==> config.mk <==
export PLATFORM = sky130hd
export DESIGN_NAME = m8b_slot_arbiter
export DESIGN_NICKNAME = d
export VERILOG_FILES = /design/src/rtl/m8b_pkg.sv /design/src/rtl/m8b_rr_pick2.sv /design/src/rtl/m8b_slot_arbiter.sv
export SDC_FILE = /design/constraint.sdc
export NUM_CORES = 1
export LEC_CHECK = 0
export BUFFER_PORTS_ARGS = -buffer_cell sky130_fd_sc_hd__buf_2
export CAP_MARGIN = 25
export CELL_PAD_IN_SITES_DETAIL_PLACEMENT = 1
export CELL_PAD_IN_SITES_GLOBAL_PLACEMENT = 1
export CORE_MARGIN = 8
export CORE_UTILIZATION = 30
export CTS_CLUSTER_DIAMETER = 60
export DETAILED_ROUTE_END_ITERATION = 12
export HOLD_SLACK_MARGIN = 0.08
export PLACE_DENSITY_LB_ADDON = 0.3
export SLEW_MARGIN = 10
export SYNTH_ARGS = -nofsm -noshare
export SYNTH_HDL_FRONTEND = slang
export SYNTH_SLANG_ARGS = --single-unit
==> constraint.sdc <==
create_clock -name clk_4f -period 1.41 [get_ports clk_4f]
set_input_delay 0.2115 -clock clk_4f [delete_from_list [all_inputs] [get_ports clk_4f]]
set_output_delay 0.2115 -clock clk_4f [all_outputs]
set_load 0.02 [all_outputs]
==> src/rtl/m8b_pkg.sv <==
// Shared definitions for the m8b byte-stream path: FSM state encoding and
// the default slot geometry also used by the 8b->32b converter.
package m8b_pkg;

  localparam int M8B_DATA_W = 8;
  localparam int M8B_BEATS  = 4;

  typedef enum logic [1:0] {
    ST_IDLE   = 2'd0,
    ST_GRANT0 = 2'd1,
    ST_GRANT1 = 2'd2
  } state_e;

endpackage

==> src/rtl/m8b_rr_pick2.sv <==
// Two-way round-robin picker. When both requesters ask, the one that did not
// win last time is chosen; a lone requester always wins.
module m8b_rr_pick2 (
  input  logic req0,
  input  logic req1,
  input  logic last_grant,
  output logic grant_valid,
  output logic grant_idx
);

  // Pick the winner for the next slot from the current requests
  always_comb begin
    grant_valid = req0 | req1;
    grant_idx   = 1'b0;
    if (req0 && req1) begin
      grant_idx = ~last_grant;
    end else if (req1) begin
      grant_idx = 1'b1;
    end
  end

endmodule

==> src/rtl/m8b_slot_arbiter.sv <==
// Slot arbiter sharing one byte stream between two requesters. Time is cut
// into BEATS-beat word slots; whole slots are granted round-robin so the
// downstream converter only ever sees complete words. Unclaimed slots are
// sent as idle beats (valid_out low).
// Optional: define M8B_SLOT_ARBITER_SLOT_CNT_EN to add per-requester
// granted-slot counters on slot_cnt0/slot_cnt1.
module m8b_slot_arbiter
  import m8b_pkg::*;
#(
  parameter int DATA_W = M8B_DATA_W,
  parameter int BEATS  = M8B_BEATS,
  parameter int CNT_W  = 16
) (
  input  logic              clk_4f,
  input  logic              reset_L,
  input  logic              req0,
  input  logic [DATA_W-1:0] data_in0,
  input  logic              req1,
  input  logic [DATA_W-1:0] data_in1,
  output logic              ack0,
  output logic              ack1,
  output logic [DATA_W-1:0] data_out,
  output logic              valid_out,
  output logic              lane_out,
  output logic              slot_start
`ifdef M8B_SLOT_ARBITER_SLOT_CNT_EN
  ,
  output logic [CNT_W-1:0]  slot_cnt0,
  output logic [CNT_W-1:0]  slot_cnt1
`endif
);

  localparam int PH_W = $clog2(BEATS);

  logic [PH_W-1:0]   phase_q;
  logic [PH_W-1:0]   phase_d;
  state_e            state_q;
  logic              last_grant_q;
  logic [DATA_W-1:0] data_q;
  logic              valid_q;
  logic              lane_q;
  logic              slot_start_q;
  logic              boundary;
  logic              grant_valid;
  logic              grant_idx;

  assign phase_d  = phase_q + PH_W'(1);
  assign boundary = (phase_q == PH_W'(BEATS - 1));

  // Pops are tied to the current slot owner and suppressed while in reset so
  // no byte is consumed by an aborted slot on the reset edge.
  assign ack0 = (state_q == ST_GRANT0) && reset_L;
  assign ack1 = (state_q == ST_GRANT1) && reset_L;

  assign data_out   = data_q;
  assign valid_out  = valid_q;
  assign lane_out   = lane_q;
  assign slot_start = slot_start_q;

  m8b_rr_pick2 u_pick (
    .req0        (req0),
    .req1        (req1),
    .last_grant  (last_grant_q),
    .grant_valid (grant_valid),
    .grant_idx   (grant_idx)
  );

  // Phase counter, slot FSM (changes only at the slot boundary) and the
  // one-cycle output register feeding the converter
  always_ff @(posedge clk_4f) begin
    if (!reset_L) begin
      phase_q      <= '0;
      state_q      <= ST_IDLE;
      last_grant_q <= 1'b1;
      data_q       <= '0;
      valid_q      <= 1'b0;
      lane_q       <= 1'b0;
      slot_start_q <= 1'b0;
    end else begin
      phase_q <= phase_d;
      if (boundary) begin
        if (grant_valid) begin
          state_q      <= grant_idx ? ST_GRANT1 : ST_GRANT0;
          last_grant_q <= grant_idx;
        end else begin
          state_q <= ST_IDLE;
        end
      end
      case (state_q)
        ST_GRANT0: begin
          data_q  <= data_in0;
          valid_q <= 1'b1;
          lane_q  <= 1'b0;
        end
        ST_GRANT1: begin
          data_q  <= data_in1;
          valid_q <= 1'b1;
          lane_q  <= 1'b1;
        end
        default: begin
          data_q  <= '0;
          valid_q <= 1'b0;
        end
      endcase
      slot_start_q <= (phase_q == '0);
    end
  end

`ifdef M8B_SLOT_ARBITER_SLOT_CNT_EN
  logic [CNT_W-1:0] cnt0_q;
  logic [CNT_W-1:0] cnt1_q;

  assign slot_cnt0 = cnt0_q;
  assign slot_cnt1 = cnt1_q;

  // Count each slot at the boundary edge that hands it to a requester
  always_ff @(posedge clk_4f) begin
    if (!reset_L) begin
      cnt0_q <= '0;
      cnt1_q <= '0;
    end else if (boundary && grant_valid) begin
      if (grant_idx) begin
        cnt1_q <= cnt1_q + CNT_W'(1);
      end else begin
        cnt0_q <= cnt0_q + CNT_W'(1);
      end
    end
  end
`else
  logic [CNT_W-1:0] unused_cnt_w;
  assign unused_cnt_w = '0;
`endif

endmodule
**Word level (Yosys, flattened, before mapping)**

Cells that the tools add are included.

- $add $sub $neg: 1
- Equal/unequal tests: 3
- Multiplexer cells: 7
- Bitwise gates (word level): 2
- Reductions and logical operators: 7

Operator list:

| cell | number |
|---|---|
| one-hot mux 8 bit (2 select lines) | 1 |
| == test 2 bit (second input constant) | 2 |
| two-way mux 2 bit | 2 |
| logical AND 1 bit | 3 |
| two-way mux 1 bit | 3 |
| adder 2 x 1 -> 2 bit (second input constant) | 1 |
| == test 2 x 1 -> 1 bit (second input constant) | 1 |
| logical NOT 2 bit | 1 |
| one-hot mux 1 bit (2 select lines) | 1 |
| AND reduction 2 bit | 1 |
| nonzero test 2 bit | 1 |
| OR reduction 2 bit | 1 |
| inverter 1 bit | 1 |
| OR 1 bit | 1 |

- Flip-flop bits (word level): 16
- Input port bits: 20
- Output and inout port bits: 13
- Logic and storage cells: 27

**Logic depth before layout (Yosys ltp)**

- Depth after elaboration: 4
- Mapped depth: 5
- Gate-level depth less buffers: 4

**Cells and area by module**

A second synthesis with hierarchy kept.

- Cells, all modules: 64
- Area total of the unflattened synthesis: 646.9 sq um

By module, submodules not included:

| module | times used | cells an instance | area an instance (sq um) | sequential area each (sq um) |
|---|---|---|---|---|
| m8b_slot_arbiter | 1 | 62 | 633.1 | 320.3 |
| m8b_rr_pick2 | 1 | 2 | 13.8 | 0.0 |

**Worst setup path after synthesis**

No wires, ideal clock.

- Path kind: register -> output
- From: register state_q[1]
- To: output ack0
- Arrival: 0.898 ns
- Required time: 1.199 ns
- Slack: 0.301 ns
- Cell stages (with the launch flop): 5
- Path buffers: 1
- Cell sequence: dfxtp_1 inv_1 ha_1 buf_2 and2_1

- Cells in the longest elaborated chain, start to end: 2

RTL lines:

| what | line | text |
|---|---|---|
| from (decl) | m8b_slot_arbiter.sv:37 | `state_e state_q;` |
| from (signal assigned) | m8b_slot_arbiter.sv:83 | `state_q <= grant_idx ? ST_GRANT1 : ST_GRANT0;` |
| == test 2 x 1 -> 1 bit | m8b_slot_arbiter.sv:52 | `assign ack0 = (state_q == ST_GRANT0) && reset_L;` |
| logical AND 1 bit | m8b_slot_arbiter.sv:52 |  |
| to (decl) | m8b_slot_arbiter.sv:20 | `output logic ack0,` |

Every way passes these cells.

**Worst setup path after layout**

- From: register state_q[0]
- To: output ack1

- Cells in the longest elaborated chain, start to end: 2

RTL lines:

| what | line | text |
|---|---|---|
| == test 2 bit | m8b_slot_arbiter.sv:53 | `assign ack1 = (state_q == ST_GRANT1) && reset_L;` |
| logical AND 1 bit | m8b_slot_arbiter.sv:53 |  |
| to (decl) | m8b_slot_arbiter.sv:21 | `output logic ack1,` |

Every way passes these cells.

==> out/results.ini <==
[setup_path]
cp_slowest_cell=dfxtp_2
startpoint_type=register
path_max_fanout=3
crit_arrival_ns=1.15
timing.rr.end=data_out[1]$_SDFF_PN0_
criticalPathCategory=register to primary output
crit_chain=inv_2 > ha_1 > and2_4 > buf_6
worst_ep_required_time_ns=1.20
cp_slowest_stage_delay_ns=0.37
endpoint_kind=primary output
ff2ff_setup_slack_ns=0.16
r2r-start=state_q[0]$_SDFFE_PN0N_
ff2ff_path_depth=4

[sta]
post-route-period-util_pct=96.57
period_needed_ns=1.362
holdWs_ns=0.1568
tns_ns=0
relSlewSlack_pct=77.49
setup_violations=0
worst_pin_slew_ns=0.3376
max_freq_mhz=734.4
slew_violations=0
worst_clock_skew_ns=0.0005517
grt_setup_unrepaired=false
hold_viol=0

[die]
io_pins=33
start_util_pct=32.02
die_height_um=61.76
core_sq_um=1962
die_w_um=61.76
die_area_sq_um=3814
row_count=16

[global_routing]
grt_max_degree=11
overflow=0
grt_pass1_vias=594
track_usage_pct=9.436
grt_pass1_wl_um=2622
grt_antenna_before_repair=0

[clocking]
clk_path_buf_depth=2
cts_tree=built
holdBufCountCts=0
cts_max_level=1
cts_buffers=3
cts_root_buf=clkbuf_4
worstSkewPairLatency_ns=0.28
clock-sinks=16
clk_pin_slew_worst_paths_ns=0.10

[hold_path]
hold_depth=3
hold_start=data_in0[3]
whs_endpoint=data_out[3]$_SDFF_PN0_
hold_path.class=input pin to register

[pwr]
p_leak_nw=0.4225
power_density_nw_per_um2=971.2
p_total_uw=859.1
ir_worst_vdd_v=0.0005628

[placed_design]
hpwl_um=1335
place_area_sq_um=808.3
port_buffers=32
dp_cells=121
gp_congestion=0.6778

[final_layout]
stdcell_count=126
area_growth_pct=40.84
n_antenna_cell=0
seqCellArea_sq_um=325.3
drive_above_1_share_pct=44.44
finish.instance_area_sq_um=884.6
nets=125
multi_input_area_sq_um=282.8
n_fill_cell=246

[route]
vias=564
postRouteAntennaNets=0
detail_route.drc_violations=0
wirelength_um=1687
drt_pass1_iterations=3
drtIter0Drc=13
vias_per_cell=4.476
post_drt_wl_per_cell_um=13.39

[yosys]
synth_seq_cells=16
synth.area.top_cells=dfxtp_1 51%, ha_1 10%, a22oi_1 9.6%, and2_1 5.0%, nor2_1 4.8%
synth_top_area_cell=dfxtp_1
synth.top_cell.area_share_pct=51.00
synth_cell_types=18
yosys_warnings=0
synth.cell_area_sq_um=628.1
syn_nets=89
synthCells=64
yosysSeqAreaShare_pct=51.00
syn_avg_cell_area_sq_um=9.814

[run]
max_cap_violations=0

[status]
outcome=finished clean

[worst max path at each step]
stage | startpoint | end | slack, ns | depth (start not counted)
after global routing | state_q[0]$_SDFFE_PN0N_ | ack1 | 0.003 | 4
after detailed placement | state_q[0]$_SDFFE_PN0N_ | data_out[1]$_SDFF_PN0_ | 0.16 | 4
final | state_q[0]$_SDFFE_PN0N_ | ack1 | 0.05 | 4
after floorplan | state_q[1]$_SDFFE_PN0N_ | ack0 | 0.30 | 4
after global placement | state_q[0]$_SDFFE_PN0N_ | data_out[7]$_SDFF_PN0_ | 0.19 | 4
after CTS | state_q[1]$_SDFFE_PN0N_ | ack0 | -0.02 | 4
[logic make-up after synthesis]
kind of cell	share of synthesized area [%]
mux	1.594
simple gates	17.73
buf+inv	6.375
compound gates	13.35
flops	51.00
fa+ha+maj	9.960
[critical path, delay by kind of cell, from the launching register on]
| kind | cells | cell delay [ns] |
|---|---|---|
| buffers and inverters | 2 | 0.17 |
| flip-flops | 1 | 0.37 |
| AND/OR/NAND/NOR | 1 | 0.14 |
| adder cells (fa/ha/maj) | 1 | 0.18 |
[per-layer routing]
metal	global-route usage (%)	vias up	wire length [um]
met3	4.115	0	199
met5	0	-	0
met4	3.896	0	0
met1	10.01	264	635
li1	-	281	-
met2	15.95	19	852
[layout make-up]
class | instances | share of cell area, %
repair buffers | 34 | 21.22
inverters | 5 | 2.122
well taps | 27 | 3.819
multi-input cells | 40 | 31.97
flip-flops and latches | 16 | 36.78
clock buffers | 4 | 4.102
[Yosys cell counts]
cell and count:
a21oi_1 1, dfxtp_1 16, nor2_1 8, a22oi_1 8, o21ai_0 1, nand2_1 2, nand2b_1 2, nor2b_1 3
buf_6 1, a21boi_0 1, inv_1 5, mux2i_1 1, and3_1 1, ha_1 5, nand3_1 1, buf_2 2
and2_1 5, o22ai_1 1
[power by group]
part	total [mW]	switching, mW	leakage, nW	internal [mW]
Sequential	0.469	0.00670	0.131	0.462
Clock	0.307	0.150	0.0210	0.157
Combinational	0.0833	0.0397	0.270	0.0437
Total	0.859	0.196	0.422	0.663
[sequential cells by signal, summed over array words and instances (netlist names)]
name / count
valid_out: 1
phase_q: 2
state_q: 2
data_out: 8
last_grant_q: 1
slot_start: 1
lane_out: 1
[metrics by stage]
step,setup WS [ns],utilization [%]
final,0.04835,45.09
after global routing,0.003196,45.09
after CTS,-0.01760,43.24
after detailed placement,0.1597,41.20
after global placement,0.1873,41.20
after floorplan,0.3006,-
[cells in the final DEF (no fill, tap or decap)]
| cell type | Yosys | layout |
|---|---|---|
| nor2b_1 | 3 | 3 |
| clkbuf_8 | 0 | 1 |
| and2_4 | 0 | 1 |
| mux2i_1 | 1 | 1 |
| buf_2 | 2 | 30 |
| nor2_1 | 8 | 8 |
| o22ai_1 | 1 | 1 |
| nand3_1 | 1 | 1 |
| dfxtp_4 | 0 | 1 |
| buf_4 | 0 | 2 |
| o21ai_0 | 1 | 1 |
| dfxtp_1 | 16 | 14 |
| inv_2 | 0 | 2 |
| and3_1 | 1 | 1 |
| buf_6 | 1 | 2 |
| ha_1 | 5 | 4 |
| nand2_1 | 2 | 2 |
| ha_4 | 0 | 1 |
| a21boi_0 | 1 | 1 |
| a21oi_1 | 1 | 1 |
| dfxtp_2 | 0 | 1 |
| nand2b_1 | 2 | 2 |
| clkbuf_4 | 0 | 3 |
| inv_1 | 5 | 3 |
| and2_1 | 5 | 4 |
| a22oi_1 | 8 | 8 |
[timing repair]
item	in CTS	in global routing
setup buffers	0	1
endpoints found under the setup margin	2	2
resized for setup	2	10
pin swaps	0	1
(Power assumes the default switching activity.)
